$ cat src/rtl/uart_rx_buffered.sv
// uart_rx_buffered
// Receives 8N1 serial frames and queues the data bytes for a downstream consumer.
// The line is synchronised through two flops. A start bit must still be low at
// mid-bit, or it is treated as a glitch and ignored. Every bit is decided by a
// 2-of-3 majority vote around mid-bit. A low stop bit is reported as a framing
// error. Good bytes go into a small first-word-fall-through FIFO.
//
// Ports:
//   clk           system clock, all logic on the rising edge
//   reset         synchronous, active-low reset
//   serial_in     asynchronous serial line, idle high
//   parallel_out  FIFO head byte, valid while rx_valid is high
//   rx_valid      FIFO holds at least one byte
//   rx_ready      consumer takes the head byte when rx_valid is also high
//   frame_err     one-cycle pulse: stop bit sampled low
//   overrun       one-cycle pulse: good byte dropped because the FIFO was full
//   fifo_count    current FIFO occupancy
module uart_rx_buffered #(
    parameter int CLK_HZ       = 100000000,
    parameter int BIT_RATE     = 115200,
    parameter int PAYLOAD_BITS = 8,
    parameter int FIFO_DEPTH   = 4
) (
    input  logic                          clk,
    input  logic                          reset,
    input  logic                          serial_in,
    output logic [PAYLOAD_BITS-1:0]       parallel_out,
    output logic                          rx_valid,
    input  logic                          rx_ready,
    output logic                          frame_err,
    output logic                          overrun,
    output logic [$clog2(FIFO_DEPTH):0]   fifo_count
);

    localparam int CLKS_PER_BIT = CLK_HZ / BIT_RATE;
    localparam int HALF         = CLKS_PER_BIT / 2;
    localparam int CNT_W        = $clog2(CLKS_PER_BIT);
    localparam int IDX_W        = (PAYLOAD_BITS > 1) ? $clog2(PAYLOAD_BITS) : 1;
    localparam int PTR_W        = $clog2(FIFO_DEPTH);
    localparam int OCC_W        = PTR_W + 1;

    localparam logic [CNT_W-1:0] CNT_LAST   = CNT_W'(CLKS_PER_BIT - 1);
    localparam logic [CNT_W-1:0] CNT_SAMP0  = CNT_W'(HALF - 1);
    localparam logic [CNT_W-1:0] CNT_SAMP1  = CNT_W'(HALF);
    localparam logic [CNT_W-1:0] CNT_VOTE   = CNT_W'(HALF + 1);
    localparam logic [IDX_W-1:0] IDX_LAST   = IDX_W'(PAYLOAD_BITS - 1);
    localparam logic [OCC_W-1:0] OCC_FULL   = OCC_W'(FIFO_DEPTH);

    typedef enum logic [2:0] {IDLE, START, DATA, STOP, WAIT_IDLE} state_t;

    state_t                  state, state_next;
    logic                    sync1, sync2;
    logic [CNT_W-1:0]        cnt, cnt_next;
    logic [IDX_W-1:0]        bit_idx, bit_idx_next;
    logic [PAYLOAD_BITS-1:0] shift, shift_next;
    logic [1:0]              samples, samples_next;
    logic                    frame_err_next, overrun_next;
    logic                    vote, at_vote, at_end;
    logic                    push, pop, full;

    logic [PAYLOAD_BITS-1:0] mem [FIFO_DEPTH];
    logic [PTR_W-1:0]        rd_ptr, wr_ptr;
    logic [OCC_W-1:0]        count;

    assign rx_valid     = (count != '0);
    assign full         = (count == OCC_FULL);
    assign pop          = rx_valid && rx_ready;
    assign fifo_count   = count;
    assign parallel_out = mem[rd_ptr];

    // Synchroniser, FSM state and the registered error pulses.
    always_ff @(posedge clk) begin
        if (!reset) begin
            sync1     <= 1'b1;
            sync2     <= 1'b1;
            state     <= IDLE;
            cnt       <= '0;
            bit_idx   <= '0;
            shift     <= '0;
            samples   <= 2'b11;
            frame_err <= 1'b0;
            overrun   <= 1'b0;
        end else begin
            sync1     <= serial_in;
            sync2     <= sync1;
            state     <= state_next;
            cnt       <= cnt_next;
            bit_idx   <= bit_idx_next;
            shift     <= shift_next;
            samples   <= samples_next;
            frame_err <= frame_err_next;
            overrun   <= overrun_next;
        end
    end

    // The first two samples are held in registers. The third is the live sync2
    // at the vote cycle, so the 2-of-3 result is available at cnt == HALF+1.
    always_comb begin
        state_next     = state;
        bit_idx_next   = bit_idx;
        shift_next     = shift;
        samples_next   = samples;
        frame_err_next = 1'b0;
        overrun_next   = 1'b0;
        push           = 1'b0;
        cnt_next       = '0;
        at_end         = (cnt == CNT_LAST);
        at_vote        = (cnt == CNT_VOTE);
        vote           = (samples[0] & samples[1]) | (samples[0] & sync2) | (samples[1] & sync2);

        if (cnt == CNT_SAMP0) samples_next[0] = sync2;
        if (cnt == CNT_SAMP1) samples_next[1] = sync2;

        case (state)
            IDLE: begin
                if (!sync2) state_next = START;
            end
            START: begin
                if (at_vote && vote) begin
                    state_next = IDLE;
                end else if (at_end) begin
                    state_next   = DATA;
                    bit_idx_next = '0;
                end
            end
            DATA: begin
                if (at_vote) shift_next = {vote, shift[PAYLOAD_BITS-1:1]};
                if (at_end) begin
                    if (bit_idx == IDX_LAST) state_next = STOP;
                    else bit_idx_next = bit_idx + 1'b1;
                end
            end
            STOP: begin
                // The decision is made at mid stop bit, so a slightly fast
                // transmitter's next start bit is not missed.
                if (at_vote) begin
                    if (vote) begin
                        // A simultaneous pop frees a slot even when the FIFO is full.
                        if (!full || pop) push = 1'b1;
                        else overrun_next = 1'b1;
                        state_next = IDLE;
                    end else begin
                        frame_err_next = 1'b1;
                        state_next     = WAIT_IDLE;
                    end
                end
            end
            WAIT_IDLE: begin
                if (sync2) state_next = IDLE;
            end
            default: state_next = IDLE;
        endcase

        if (state_next == state && !at_end) cnt_next = cnt + 1'b1;
    end

    // Circular FIFO. The pointers wrap naturally because the depth is a power of two.
    always_ff @(posedge clk) begin
        if (!reset) begin
            rd_ptr <= '0;
            wr_ptr <= '0;
            count  <= '0;
            for (int i = 0; i < FIFO_DEPTH; i++) mem[i] <= '0;
        end else begin
            if (push) begin
                mem[wr_ptr] <= shift;
                wr_ptr      <= wr_ptr + 1'b1;
            end
            if (pop) rd_ptr <= rd_ptr + 1'b1;
            case ({push, pop})
                2'b10:   count <= count + 1'b1;
                2'b01:   count <= count - 1'b1;
                default: count <= count;
            endcase
        end
    end

endmodule

$ cat config.mk
export PLATFORM = sky130hd
export DESIGN_NAME = uart_rx_buffered
export DESIGN_NICKNAME = d
export VERILOG_FILES = /design/src/rtl/uart_rx_buffered.sv
export SDC_FILE = /design/constraint.sdc
export NUM_CORES = 1
export LEC_CHECK = 0
export ABC_AREA = 1
export CORE_MARGIN = 3
export CORE_UTILIZATION = 59
export DETAILED_ROUTE_END_ITERATION = 8
export GPL_TIMING_DRIVEN = 0
export PLACE_DENSITY = 0.79
export SLEW_MARGIN = 20
export SYNTH_ARGS = -nofsm -noshare
export SYNTH_HDL_FRONTEND = slang
export SYNTH_SLANG_ARGS = --single-unit
export TNS_END_PERCENT = 5
$ cat constraint.sdc
create_clock -name clk -period 2.65 [get_ports clk]
set_clock_uncertainty 0.1 [all_clocks]
set_input_delay 0.53 -clock clk [delete_from_list [all_inputs] [get_ports clk]]
set_output_delay 0.53 -clock clk [all_outputs]
set_load 0.02 [all_outputs]
# Word level (Yosys, flattened, before mapping)
# Memory sizes are Yosys's and may differ from the RTL's. A register that Yosys moved wholly into a read port is not among the register bits.
# Cells that the tools add are included.
[totals] regBits=37 latchBits=0 mem_bits_rw=32 rom_bits=0 inputBits=4 output_inout_bits=14 wordCells=88 mem_count=1
[memory_table] memory="mem" words=4 width=8 read_ports=1 rd_clocked_by_memory_dff=1 wr=4 line_no="61" rtl="logic [PAYLOAD_BITS-1:0] mem [FIFO_DEPTH];"
[op_classes] addsub=6 n_mul=0 div=0 magnitude_cmp=0 eq_ne=17 n_shift=0 muxes=30 bitwise=5 n_reduce_logical=16
[ops] op="3-bit 2-to-1 mux" n=12
[ops] op="10-bit by 9-bit equality test with 1-bit output (second input constant)" n=3
[ops] op="3-bit case mux with 5 select lines" n=1
[ops] op="3-bit case mux with 2 select lines" n=2
[ops] op="1-bit 2-to-1 mux" n=11
[ops] op="10-bit by 1-bit adder with 10-bit output (second input constant)" n=1
[ops] op="10-bit equality test (second input constant)" n=1
[ops] op="3-bit equality test (second input constant)" n=3
[ops] op="8-bit 2-to-1 mux" n=1
[ops] op="2-bit != test (second input constant)" n=4
[ops] op="8-bit OR reduction" n=1
[ops] op="3-bit by 1-bit adder with 3-bit output (second input constant)" n=2
[ops] op="3-bit by 2-bit equality test with 1-bit output (second input constant)" n=2
[ops] op="2-bit 2-to-1 mux" n=3
[ops] op="5-bit AND reduction" n=1
[ops] op="2-bit by 1-bit adder with 2-bit output (second input constant)" n=2
[ops] op="2-bit AND reduction" n=2
[ops] op="4-bit AND reduction" n=1
[ops] op="2-bit nonzero test" n=2
[ops] op="1-bit bitwise AND" n=3
[ops] op="3-bit by 1-bit equality test with 1-bit output (second input constant)" n=1
[ops] op="3-bit equality test" n=1
[ops] op="1-bit logical AND" n=3
[ops] op="3-bit zero test" n=1
[ops] op="other kinds (8)" n=10

# Logic depth before layout (Yosys ltp)
# Gate-level depths: netlist (run 1).
[logic_depth] ltp_word=12 depth_mapped=13

# Least setup slack after synthesis (run 1)
# Ideal clock, no wire load.
[synth_timing] path_type="reg2reg" from="reg count[0], in the netlist fifo_count[0]" to="reg count[2], in the netlist fifo_count[2]" setup_time_ns=0.122 arrival_ns=2.133 required_time_ns=2.428 slack_ns=0.295 path_stages_with_launch=13 path_buffers=0 period_less_slack_ns=2.355 path_cell_list="dfxtp_1 > nor2_1 > nand2_1 > nand2_1 > a31oi_2 > nand2_1 > ha_1 > inv_1 > fa_1 > a21oi_1 > o21ai_0 > o21ai_0 > a21oi_1"
[synth_between] elab_chain_len=9 elab_cells_between_ends=15 classes_between="add/sub: 2; eq/ne: 3; mux: 5; reduce/logical: 5"
[synth_rtl] item="start: declaration" line_no="63" rtl="logic [OCC_W-1:0] count;"
[synth_rtl] item="start signal: assignment" line_no="171" rtl="2'b10: count <= count + 1'b1;"
[synth_rtl] item="start signal: assignment" line_no="172" rtl="2'b01: count <= count - 1'b1;"
[synth_rtl] item="start signal: assignment" line_no="173" rtl="default: count <= count;"
[synth_rtl] item="3-bit nonzero test *" line_no="65" rtl="assign rx_valid = (count != '0);"
[synth_rtl] item="net rx_valid" line_no="28" rtl="output logic rx_valid,"
[synth_rtl] item="1-bit logical AND *" line_no="67" rtl="assign pop = rx_valid && rx_ready;"
[synth_rtl] item="1-bit logical OR" line_no="139" rtl="if (!full || pop) push = 1'b1;"
[synth_rtl] item="1-bit 2-to-1 mux" line_no="139"
[synth_rtl] item="1-bit 2-to-1 mux" line_no="137" rtl="if (vote) begin"
[synth_rtl] item="1-bit 2-to-1 mux" line_no="136" rtl="if (at_vote) begin"
[synth_rtl] item="1-bit 2-to-1 mux" line_no="114" rtl="case (state)"
[synth_rtl] item="2-bit by 1-bit equality test with 1-bit output / 2-bit equality test (equally long branches)" line_no="170" rtl="case ({push, pop})"
[synth_rtl] item="3-bit case mux with 2 select lines / 2-bit nonzero test (equally long branches)"
# Mark *: on every way through the listed nets, which the timed path passes. The rest lies on a longest branch.
# A chain may end at the register's enable or synchronous reset.

==> impl_results.md, run 1 <==
* Global-route wire length before repair at 10300 um
* # rows at 26
* Multi-input logic area at 1260 um2
* Hold Path Origin: sync1
* Fin crit share at 89.3%
* Maximum number of pins on one net before global-route repair at 15
* Initial core utilization at 61.4%
* Placeable core area at 5170 um2
* Clock buffer count from CTS at 9
* Slew Limit Fails at 0
* Top Ports at 18
* Die Height at 79.4 um
* Sink Count at 71
* Setup_tns at 0 ps
* Antenna viol nets, final at 0
* MaxCap Viol Count at 0
* Skew-Pair Late Insertion Delay at 350 ps
* All-Layer GR Usage at 21.1%
* Placed Area at 3420 um2
* Crit start category: flop
* Post-CTS Setup Inserts at 0
* Synth Area per Inst at 8.87 um2
* H-Tree Level Count at 3
* RR Startpoint: fifo_count[0]
* Reg area at 1740 um2
* Via density at 5.33
* Via count at 2454
* Initial antenna violation count at 0
* Critical path type: flop to output pin
* Pre-CTS setup slack at -103 ps
* Ant diodes at 0
* Share of layout cells above drive strength 1 at 11.0%
* DRC at 0
* Synth warn at 0
* TritonRoute pass-1 iters at 4
* Routed len/inst at 12.9 um
* Sequential area share after synthesis at 54.8%
* Syn_nets at 369
* # setup viols final at 0
* CTS tree: done
* Design area at 3640 um2
* DP Cell Count at 444
* Crit path required time at 2020 ps
* Minimum clock period at 2370 ps
* Fin nets at 396
* Post-synthesis register bit count at 71
* Die X-Extent at 79.4 um
* Final hold violations at 0
* Maximum clock frequency at 423 MHz
* Clock slew at reported path FFs at 80 ps
* Min setup slack post-route at 284 ps
* Iteration-0 DRC count of the detailed router at 161
* Worst Hold Path Cells at 1
* Static leakage at 1.36 nW
* Routed Wire Length at 5950 um
* DP Wirelength at 4300 um
* Synth Instances at 358
* RSZ-0062 raised after global routing: false
* Rel. slew slack at 68.7%
* Area Growth Syn to Fin at 14.5%
* Fillcell total at 395
* Worst Path Arrival at 1740 ps
* Worst hold path type: flop to flop
* Vias in the first global route at 2402
* CP Max Fanout at 10
* Power Density at 640 nW/um2
* Hold path endpoint: sync2
* IO Port Bufs at 16
* Routability cong. at 0.816
* Synthesized cell area at 3180 um2
* Die footprint at 6300 um2
* Cells on worst reg2reg path at 12
* CTS Hold Bufs at 0
* Status: completed
* Final instance count without filler cells at 460
* Total gr overflow at 0
* Clk buf depth at 2
* CP endpoint kind: output pin
* Peak supply drop at 0.000316 V
* Worst flop-to-flop path endpoint: fifo_count[2]
* Worst R2R Setup Slack at 290 ps
* CTS root buffer: clkbuf_8
* Library cells used by synthesis at 36
* Tightest Pin Transition at 470 ps
[routing by layer]
metal	global-route usage [%]	vias to the layer above	share of wire (%)
met4	10.5	0	2.0
met5	0	-	0
li1	-	1249	-
met2	37.7	48	51
met3	4.74	15	2.9
met1	23.6	1142	44
[worst max-delay path: stages (launching register included)]
cell and delay, ps:
dfxtp_1 460, inv_1 150, clkbuf_4 210, o21ai_0 160
o22ai_1 90, dlygate4sd2_1 320
[kinds of logic (layout without fill, tap and decap cells)]
kind of cell | count (synthesis) | count (layout) | share of synthesized area (%)
and+or+nand+nor | 157 | 157 | 22.7
DFF | 71 | 71 | 54.8
AOI/OAI and AO/OA | 67 | 67 | 11.5
buffers and inverters | 48 | 80 | 5.71
xor gates and xnor gates | 8 | 8 | 2.21
adders and majority gates | 7 | 7 | 2.99
[where the power goes]
part / internal [mW] / total (mW) / switching, mW / leakage [nW]
combinational: 0.0913 / 0.244 / 0.152 / 0.637
sequential: 1.18 / 1.21 / 0.0286 / 0.619
clock: 0.444 / 0.875 / 0.430 / 0.101
[layout by cell type (no fill, tap or decap), drive strengths merged]
cell	n
nand2	46
o22ai	8
xor2	7
dlygate4sd2	4
fa	1
edfxtp	32
clkdlybuf4s50	8
dfxtp	39
or2	3
inv	45
nand4	4
nor4	1
clkinv	2
nor3	4
a21oi	19
clkinvlp	1
bufinv	1
clkbuf	13
a31oi	1
dlymetal6s2s	4
ha	6
nand3b	2
nor2	82
buf	2
o311ai	1
nand3	15
o31ai	1
xnor2	1
a221oi	1
o21ai	36
[synthesized netlist by cell type]
cell / n / area (um2)
a21oi_1: 18 / 90.1
a21oi_2: 1 / 8.76
nor3_2: 1 / 10.0
or2_2: 3 / 18.8
fa_1: 1 / 20.0
nand2_1: 41 / 154
edfxtp_1: 32 / 961
nand3_2: 1 / 10.0
o21ai_1: 2 / 10.0
nand3_4: 1 / 17.5
nand3_1: 13 / 65.1
inv_2: 5 / 18.8
a31oi_2: 1 / 12.5
xor2_1: 7 / 61.3
nor2_2: 2 / 12.5
nand2_2: 3 / 18.8
buf_1: 1 / 3.75
nand2_4: 2 / 22.5
nor2_8: 1 / 20.0
nand3b_1: 2 / 15.0
o31ai_1: 1 / 7.51
nor4_1: 1 / 6.26
buf_2: 1 / 5.00
clkbuf_1: 4 / 15.0
o311ai_0: 1 / 8.76
inv_1: 37 / 139
nor2_4: 2 / 22.5
o22ai_1: 8 / 50.1
ha_1: 6 / 75.1
o21ai_0: 34 / 170
dfxtp_1: 39 / 781
a221oi_1: 1 / 8.76
nor2_1: 77 / 289
nand4_1: 4 / 25.0
nor3_1: 3 / 15.0
xnor2_1: 1 / 8.76
[repair_timing]
item | 4_1_cts | 5_1_grt
hold endpoints to repair | 0 | 0
pin swaps | 0 | 0
resized for setup | 6 | 7
endpoints found under the setup margin | 8 | 12
[state kept, by name (all words and copies together) (netlist names), 2 cells and up, named ones only]
register and count:
wr_ptr 2, bit_idx 3, fifo_count 3, rd_ptr 2, samples 2, shift 8
cnt 10, mem 32, state 3
[worst max-delay path by stage]
stage / startpoint / endpoint
after CTS: flop / parallel_out[0]
after detailed placement: rx_ready / mem[3][1]
after global routing: fifo_count[0] / fifo_count[2]
after global placement: rx_ready / mem[3][1]
final: flop / parallel_out[5]
after floorplan: fifo_count[0] / fifo_count[2]
[cell type report]
cell class	instances	share of cell area [%]
Inverter	42	4.33
Timing Repair Buffer	16	4.54
Clock buffer	9	3.40
Sequential cell	71	47.9
Buffer	6	0.791
Multi-Input combinational cell	239	34.5
Tap cell	70	2.41
Clock inverter	7	2.13
[through the flow]
stage | utilization (%) | power, mW | hold WS (ps)
2_1_floorplan | - | 1.39 | 293
3_3_place_gp | 66.2 | 1.48 | 298
3_5_place_dp | 66.2 | 1.49 | 314
4_1_cts | 70.1 | 2.35 | 329
5_1_grt | 70.3 | 2.42 | 331
6_report | 70.3 | 2.33 | 328
Note: power is estimated with default switching activity, not from simulation.
==> inputs of run 2 (changes only) <==
- GPL_ROUTABILITY_DRIVEN: unset -> 0
- TNS_END_PERCENT: 5 -> 10
==> results of run 2 <==
The final DEF is identical to that of run 1; final timing and power are the same.
==> RTL edit: new RTL, flow settings as in run 2 <==
Put one more register stage on the output `fifo_count`, with the module's reset. The value now appears one clock later. The other outputs are not delayed to match.
--- a/src/rtl/uart_rx_buffered.sv
+++ b/src/rtl/uart_rx_buffered.sv
@@ -66,5 +66,11 @@
     assign full         = (count == OCC_FULL);
     assign pop          = rx_valid && rx_ready;
-    assign fifo_count   = count;
+    always_ff @(posedge clk) begin
+        if (!reset) begin
+            fifo_count <= '0;
+        end else begin
+            fifo_count <= count;
+        end
+    end
     assign parallel_out = mem[rd_ptr];
 
Check against the original RTL: no difference found for any inputs over 10 cycles, from zero or initial values and one cycle with reset low; that may be too few to reach the edited logic, so the function may still have changed.
==> RTL edit against run 2 <==
  * Global-route usage increased by 2.1 points
  * Cell count is 0.22% lower
  * Sequential power rose by 4%
  * Fmax fell by 3.9%
  * Setup slack worse by 0.096 ns
  * Sequential cell count rose by 3
  * Power increased by 10%
  * Clock power increased by 20%
  * Die area increased by 1.6%
  * Critical path type unchanged
  * Design area rose by 3.1%
  * Critical endpoint is now parallel_out[4]
  * Hold slack got worse by 0.010 ns
  * Synthesized area is 1.7% higher
  * Wire length rose by 11%
==> RTL edit: results (changes against run 2) <==
* Via count at 2521 (+2.7%)
* Pre-CTS setup slack at -0.04017 ns (+0.06318 ns)
* Layout fillers at 393 (-0.51%)
* Pre-Repair DR Iteration Count at 5 (+1)
* Reg2reg setup slack at 0.23 ns (-0.06 ns)
* Status: completed
* Lkg Pwr at 1.480 nW (+9.1%)
* Final Net Count at 395 (-0.25%)
* Post-Layout Cell Count at 459 (-0.22%)
* Cell Int Power at 1.949 mW (+13%)
* Initial drt markers at 235 (+46%)
* Share of cells above drive strength 1 at 9.769% (-1.3 points)
* VDD IR-drop max at 424.6 uV (+35%)
* Fin crit share at 92.90% (+3.6 points)
* Synth Area in XOR/XNOR at 2.169% (-0.037 points)
* Mean Syn Cell Area at 9.049 um^2 (+2.0%)
* Max stage delay cell, worst path: dfxtp_2
* P_comb at 256 uW (+5%)
* Largest net degree at the start of global routing at 14 (-1)
* GRT Util Overall at 23.24% (+2.1 points)
* Drt wl/cell at 14.43 um (+12%)
* First-pass GRT wire length at 11.30 mm (+9.9%)
* Dominant cells by area after synthesis: edfxtp_1 30%, dfxtp_1 26%, nor2_1 9.2%
* Compound-cell area share of the yosys netlist at 11.27% (-0.27 points)
* Syn nets at 368 (-0.27%)
* Net Sw Frac at 24.16% (-2.1 points)
* Synth cell types at 33 (-8.3%)
* Placed cells at 443 (-0.23%)
-- RTL edit: path summary, 6_finish.rpt --
kind / startpoint / end / cells after the start
setup / recovery: flip-flop / parallel_out[4] / 5
hold / removal: sync1 / sync2 / 1
setup reg to reg: cnt[0] / mem[0][3] / 9
hold reg to reg: sync1 / sync2 / 1
-- RTL edit: per-layer routing --
layer	routed length (um)	global-route usage [%]	share of wire [%]	vias up
met2	3249	37.91	49	103
li1	-	-	-	1237
met3	376	4.176	5.7	12
met1	2864	29.56	43	1169
met4	136	11.66	2.1	0
met5	0	0	0	-
-- RTL edit: layout make-up --
cell class | count | share of cell area [%]
Buffer | 6 | 0.8005
Clock buffer | 9 | 3.302
Clock inverter | 7 | 3.069
Inverter | 43 | 4.303
Multi-Input combinational cell | 234 | 33.52
Sequential cell | 74 | 48.07
Tap cell | 70 | 2.335
Timing Repair Buffer | 16 | 4.603
